--- src/rtl/tensor_writeback_queue.sv ---
// Tensor result writeback queue.
// Buffers DEPTH complete 4x4 tensor results and drains each one to the
// register file as four 128-bit row writes under a valid/ready handshake.
// A one-cycle warp_wb_done pulse follows acceptance of the last row.
// Optional feature macro: TWB_DROP_CNT_EN adds an 8-bit saturating
// drop_count output next to the sticky overflow flag.
module tensor_writeback_queue #(
  parameter int DEPTH  = 4,
  parameter int DATA_W = 32
) (
  input  logic                          clk,
  input  logic                          reset,
  input  logic                          in_valid,
  input  logic [1:0]                    in_warp_id,
  input  logic [3:0]                    in_reg_idx,
  input  logic signed [16*DATA_W-1:0]   in_data,
  output logic                          rf_wr_valid,
  input  logic                          rf_wr_ready,
  output logic [1:0]                    rf_wr_warp_id,
  output logic [3:0]                    rf_wr_reg_idx,
  output logic [1:0]                    rf_wr_row,
  output logic signed [4*DATA_W-1:0]    rf_wr_data,
  output logic [3:0]                    warp_wb_done,
  output logic [$clog2(DEPTH+1)-1:0]    fifo_count,
  output logic                          full,
  output logic                          overflow
`ifdef TWB_DROP_CNT_EN
  ,
  output logic [7:0]                    drop_count
`endif
);

  localparam int AW    = $clog2(DEPTH);
  localparam int CW    = $clog2(DEPTH+1);
  localparam int ROW_W = 4*DATA_W;
  localparam int ENT_W = 16*DATA_W;
  localparam logic [CW-1:0] DEPTH_C = CW'(DEPTH);
  localparam logic [CW-1:0] ONE_C   = CW'(1);

  typedef enum logic {IDLE, DRAIN} state_t;

  state_t                   state, state_nxt;
  logic [AW-1:0]            wr_ptr, rd_ptr;
  logic [CW-1:0]            count, count_nxt;
  logic [1:0]               row;
  logic [3:0]               done_p1;

  logic [1:0]               mem_warp [DEPTH];
  logic [3:0]               mem_reg  [DEPTH];
  logic signed [ENT_W-1:0]  mem_data [DEPTH];
  logic signed [ENT_W-1:0]  head_data;

  logic hs, pop, push, drop;

  // Handshake, pop and push/drop qualification; a pop frees a slot for a
  // push arriving in the same cycle even when the queue is full.
  assign full = (count == DEPTH_C);
  assign hs   = rf_wr_valid & rf_wr_ready;
  assign pop  = hs & (row == 2'd3);
  assign push = in_valid & (~full | pop);
  assign drop = in_valid & full & ~pop;

  // Occupancy after this cycle's push/pop; also steers the FSM so a push
  // into an empty queue is presented on the very next cycle.
  always_comb begin
    count_nxt = count;
    case ({push, pop})
      2'b10:   count_nxt = count + ONE_C;
      2'b01:   count_nxt = count - ONE_C;
      default: count_nxt = count;
    endcase
  end

  // FSM state register.
  always_ff @(posedge clk) begin
    if (reset) state <= IDLE;
    else       state <= state_nxt;
  end

  // FSM next-state: drain while anything is held after this cycle.
  always_comb begin
    state_nxt = state;
    case (state)
      IDLE:    if (count_nxt != '0)        state_nxt = DRAIN;
      DRAIN:   if (pop && count_nxt == '0) state_nxt = IDLE;
      default: state_nxt = IDLE;
    endcase
  end

  // FSM outputs.
  always_comb begin
    rf_wr_valid = (state == DRAIN);
  end

  // Control state: pointers, occupancy, row counter, done pulse, sticky flag.
  always_ff @(posedge clk) begin
    if (reset) begin
      wr_ptr   <= '0;
      rd_ptr   <= '0;
      count    <= '0;
      row      <= 2'd0;
      done_p1  <= 4'd0;
      overflow <= 1'b0;
    end else begin
      if (push) wr_ptr <= wr_ptr + AW'(1);
      if (pop)  rd_ptr <= rd_ptr + AW'(1);
      count <= count_nxt;
      // Row 3 + 1 wraps to 0, which is exactly the post-pop row.
      if (hs)   row <= row + 2'd1;
      done_p1 <= pop ? (4'b0001 << mem_warp[rd_ptr]) : 4'd0;
      if (drop) overflow <= 1'b1;
    end
  end

  // Payload storage; not reset, validity is tracked by the pointers.
  always_ff @(posedge clk) begin
    if (push) begin
      mem_warp[wr_ptr] <= in_warp_id;
      mem_reg[wr_ptr]  <= in_reg_idx;
      mem_data[wr_ptr] <= in_data;
    end
  end

  assign head_data     = mem_data[rd_ptr];
  assign rf_wr_warp_id = mem_warp[rd_ptr];
  assign rf_wr_reg_idx = mem_reg[rd_ptr];
  assign rf_wr_row     = row;
  assign warp_wb_done  = done_p1;
  assign fifo_count    = count;

  // Row select from the head entry; stable while head and row are held.
  always_comb begin
    rf_wr_data = head_data[ROW_W-1:0];
    case (row)
      2'd1:    rf_wr_data = head_data[2*ROW_W-1:ROW_W];
      2'd2:    rf_wr_data = head_data[3*ROW_W-1:2*ROW_W];
      2'd3:    rf_wr_data = head_data[4*ROW_W-1:3*ROW_W];
      default: rf_wr_data = head_data[ROW_W-1:0];
    endcase
  end

`ifdef TWB_DROP_CNT_EN
  function automatic logic [7:0] sat_inc8(input logic [7:0] v);
    return (v == 8'hFF) ? v : v + 8'd1;
  endfunction

  // Saturating count of dropped results.
  always_ff @(posedge clk) begin
    if (reset)     drop_count <= 8'd0;
    else if (drop) drop_count <= sat_inc8(drop_count);
  end
`endif

endmodule

--- config.mk ---
export PLATFORM = sky130hd
export DESIGN_NAME = tensor_writeback_queue
export DESIGN_NICKNAME = d
export VERILOG_FILES = /design/src/rtl/tensor_writeback_queue.sv
export SDC_FILE = /design/constraint.sdc
export NUM_CORES = 2
export LEC_CHECK = 0
export ABC_CLOCK_PERIOD_IN_PS = 28700
export CAP_MARGIN = 20
export CORE_MARGIN = 8
export CORE_UTILIZATION = 65
export DETAILED_ROUTE_END_ITERATION = 12
export DONT_BUFFER_PORTS = 1
export PLACE_DENSITY = 0.82
export SLEW_MARGIN = 20
export SYNTH_ARGS = -nofsm -noshare
export SYNTH_HDL_FRONTEND = slang
export SYNTH_SLANG_ARGS = --single-unit
export TNS_END_PERCENT = 10
--- constraint.sdc ---
create_clock -name clk -period 28.7 [get_ports clk]
set_input_delay 5.74 -clock clk [delete_from_list [all_inputs] [get_ports clk]]
set_output_delay 5.74 -clock clk [all_outputs]
set_load 0.01 [all_outputs]
==> results.md <==
* Fmax at about 87 MHz
* Post-CTS setup buffers at 0
* CTS Hold Buffers Added at 0
* GPL Wtd Cong at 0.812
* Ys flop type: edfxtp_1
* Async S/R FF share, synth at 0
* # nets final at approximately 3800
* Critical Path End Type: output pin
* Peak supply drop at approximately 0.10 mV
* CTS clk-pin slew, worst paths at roughly 70 ps
* H-tree Lvls at 4
* Clock skew at between 40 and 50 ps
* Leakage at approximately 26 nW
* Post-synthesis sequential area ratio at 0.802
* CP max-delay cell: dfxtp_4
* Max reg flops at slightly above 2000
* Cells after synthesis at between 3000 and 4000
* Clock share of power at 0.402
* Fin area at 86200 µm²
* Final WL at 196000 µm
* IO Pins at approximately 670
* Routed Antenna Nets at 0
* CTS tree: done
* Crit path arrival time at a little under 6000 ps
* WS Path Type: reg -> out
* Gate power share at 0.055
* Fin cells at between 5000 and 6000
* Fin util at 0.721
* Number of flops mapped to enable cells by yosys at just over 2000
* Layout area overhead at 10.5%
* Pre-Repair DR Iteration Count at 8
* GRT overflow at 0
* Pint at roughly 5.1 mW
* Die W at 362 µm
* Synth Area in XOR/XNOR at 0.000562
* Die Y at between 300 and 400 µm
* Synth Area in Compound Gates at 0.0256
* Setup TNS at 0 ps
* Worst-skew pair later-pin latency at around 860 ps
* Most used cell, CP: buf_4
* Simple-gate share of the synthesized area at 0.00846
* Via count of the first global-routing pass at 38868
* Synth area leaders: edfxtp_1, mux4_2, a222oi_1
* Final setup margin at 17160 ps
* Seq cells post-synth at 2089
* Slowest Stage Delay on Critical Path at roughly 850 ps
* Total core area at approximately 120000 µm²
* 1st-iter DRT viols at 5116
* Mapped Area at ~78000 µm²
* NetSw at about 1.4 mW
* Max_cap viols at 0
* Wire length per cell at approximately 39 µm
* Measured slew at the worst slew-check pin at around 1200 ps
* Pre-CTS setup slack at about 17000 ps
* Post-route DRC at 0
* Total number of vias at around 36000
* RSZ-0062 raised after global routing: false
* Die footprint at between 100000 and 150000 µm²
* Mapped Nets at 3772
* Most common cell in the netlist: edfxtp_1
* Num Clock Sinks at around 2100
* Yosys cell types at 39
* Total GRT Usage at 0.297
* Initial antenna violation count at 3
* CTS root buf: clkbuf_16
* Final slew viol count at 0
* CTS resizes at 0
* YS warnings at 0
* Fin crit share at 0.402
* Critical path startpoint category: flop
* Sum of net half-perimeters after detailed placement at 105000 µm
* Status: finished clean
* Final Hold Viols at 0
* Vias per inst at roughly 7.2
* Hold Crit Class: reg -> reg
* Largest family of logic cells by synthesized area: multiplexers
* Crit path max fanout at 99
* Quantity of I/O buffers inserted on ports at 0
* Num rows at around 130
* Mean Syn Cell Area at roughly 24 µm²
* Initial Utilization at 0.653
* Multiplexer share of the synthesized area at 0.150
* Sequential power share at 0.543
* Post-synth top cells: edfxtp_1, mux4_2, nand2_1
* DP Cell Count at ~4700
* CP delay by family, top: buffers and inverters
* Post-route minimum period at about 12000 ps
* Yosys top cell by area: edfxtp_1
* Top-area cell type share of the netlist area at 0.798
* Worst Path Required at 22960 ps
* Share of cells above drive strength 1 at 0.247
* Setup Viol. Count Final at 0
* Global-route wire length before repair at around 280000 µm
* WP buf/inv at 3
* Sw Share at 0.221
* Max-Slew Margin vs Limit at 0.192
* Max Root-Sink Buffers at 3
* Adder-cell share of the synthesized area at 0.00154
* Power Density at around 76 nW/µm²
* CP Cell Sequence: buf_4 -> buf_4 -> buf_12 -> mux4_2 -> a222oi_1 -> o21ai_0
* Placed cell area at approximately 80000 µm²
* Largest net degree at the start of global routing at 149
* CTS Buf Count at 193
==> kinds of logic after synthesis <==
kind of cell | Yosys count
flops | 2089
simple gates | 161
compound gates | 266
buf+inv | 193
fa+ha+maj | 9
mux | 518
xor+xnor | 5
==> worst reg2reg max path, cell delays in order (launching register included) <==
cell	delay (ps)
dfxtp_1	820
ha_4	660
nand3_1	540
a21boi_1	660
and2_4	860
buf_4	900
buf_4	1020
buf_4	870
buf_4	970
==> cells in the final DEF, fill, tap and decap left out, types with 3 or more instances in the layout <==
| cell type | Yosys | final |
|---|---|---|
| a222oi_1 | 128 | 128 |
| and2_4 | 0 | 4 |
| buf_12 | 0 | 10 |
| buf_4 | 11 | 37 |
| bufinv_16 | 0 | 22 |
| clkbuf_1 | 98 | 33 |
| clkbuf_16 | 0 | 201 |
| clkbuf_8 | 0 | 3 |
| clkinv_1 | 0 | 48 |
| clkinv_16 | 0 | 5 |
| clkinv_2 | 0 | 33 |
| clkinv_4 | 0 | 3 |
| clkinvlp_4 | 0 | 6 |
| dfxtp_1 | 17 | 15 |
| diode_2 | 0 | 5 |
| edfxtp_1 | 2072 | 2072 |
| ha_1 | 8 | 4 |
| ha_4 | 0 | 4 |
| inv_1 | 5 | 5 |
| inv_16 | 0 | 3 |
| mux4_2 | 518 | 518 |
| nand2_1 | 132 | 132 |
| nor2_1 | 12 | 12 |
| o21ai_0 | 28 | 28 |
| o21ai_1 | 100 | 100 |
| xnor2_1 | 3 | 3 |
==> per-stage QoR <==
step,hold slack [ps],total power [mW]
floorplan,485,3.91
global placement,511,3.94
detailed placement,545,3.96
CTS,574,6.59
global route,624,6.71
finish,625,6.56
==> final cells by class <==
cell class	count	area [µm²]
multi-input cells	959	14500
flip-flops and latches	2089	62600
repair buffers	47	478
clock buffers	237	5190
well taps	1612	2020
fillers	6154	33300
inverters	5	18.8
clock inverters	124	1340
diodes	5	12.5
==> per-layer routing <==
layer / track usage / wire (µm)
met1: 0.340 / 60900
met2: 0.503 / 101000
met4: 0.130 / 9580
met3: 0.108 / 24500
met5: 0 / 0
==> power by group through the flow <==
stage / registers [mW] / clock network [mW] / logic (mW)
after global routing: 3.57 / 2.77 / 0.374
after global placement: 3.60 / 0 / 0.336
after CTS: 3.56 / 2.67 / 0.358
after floorplan: 3.68 / 0 / 0.229
after detailed placement: 3.62 / 0 / 0.346
final: 3.56 / 2.64 / 0.360
==> path summary, 6_finish.rpt <==
check | startpoint | slack [ps] | endpoint | cells after the start
setup / recovery | flop | 17160 | rf_wr_data[67] | 6
hold / removal | rd_ptr[0] | 620 | rd_ptr[0] | 2
setup reg to reg | rf_wr_row[0] | 20940 | mem_data[1][91] | 8
hold reg to reg | rd_ptr[0] | 620 | rd_ptr[0] | 2
Note: power is estimated with default switching activity, not from simulation.
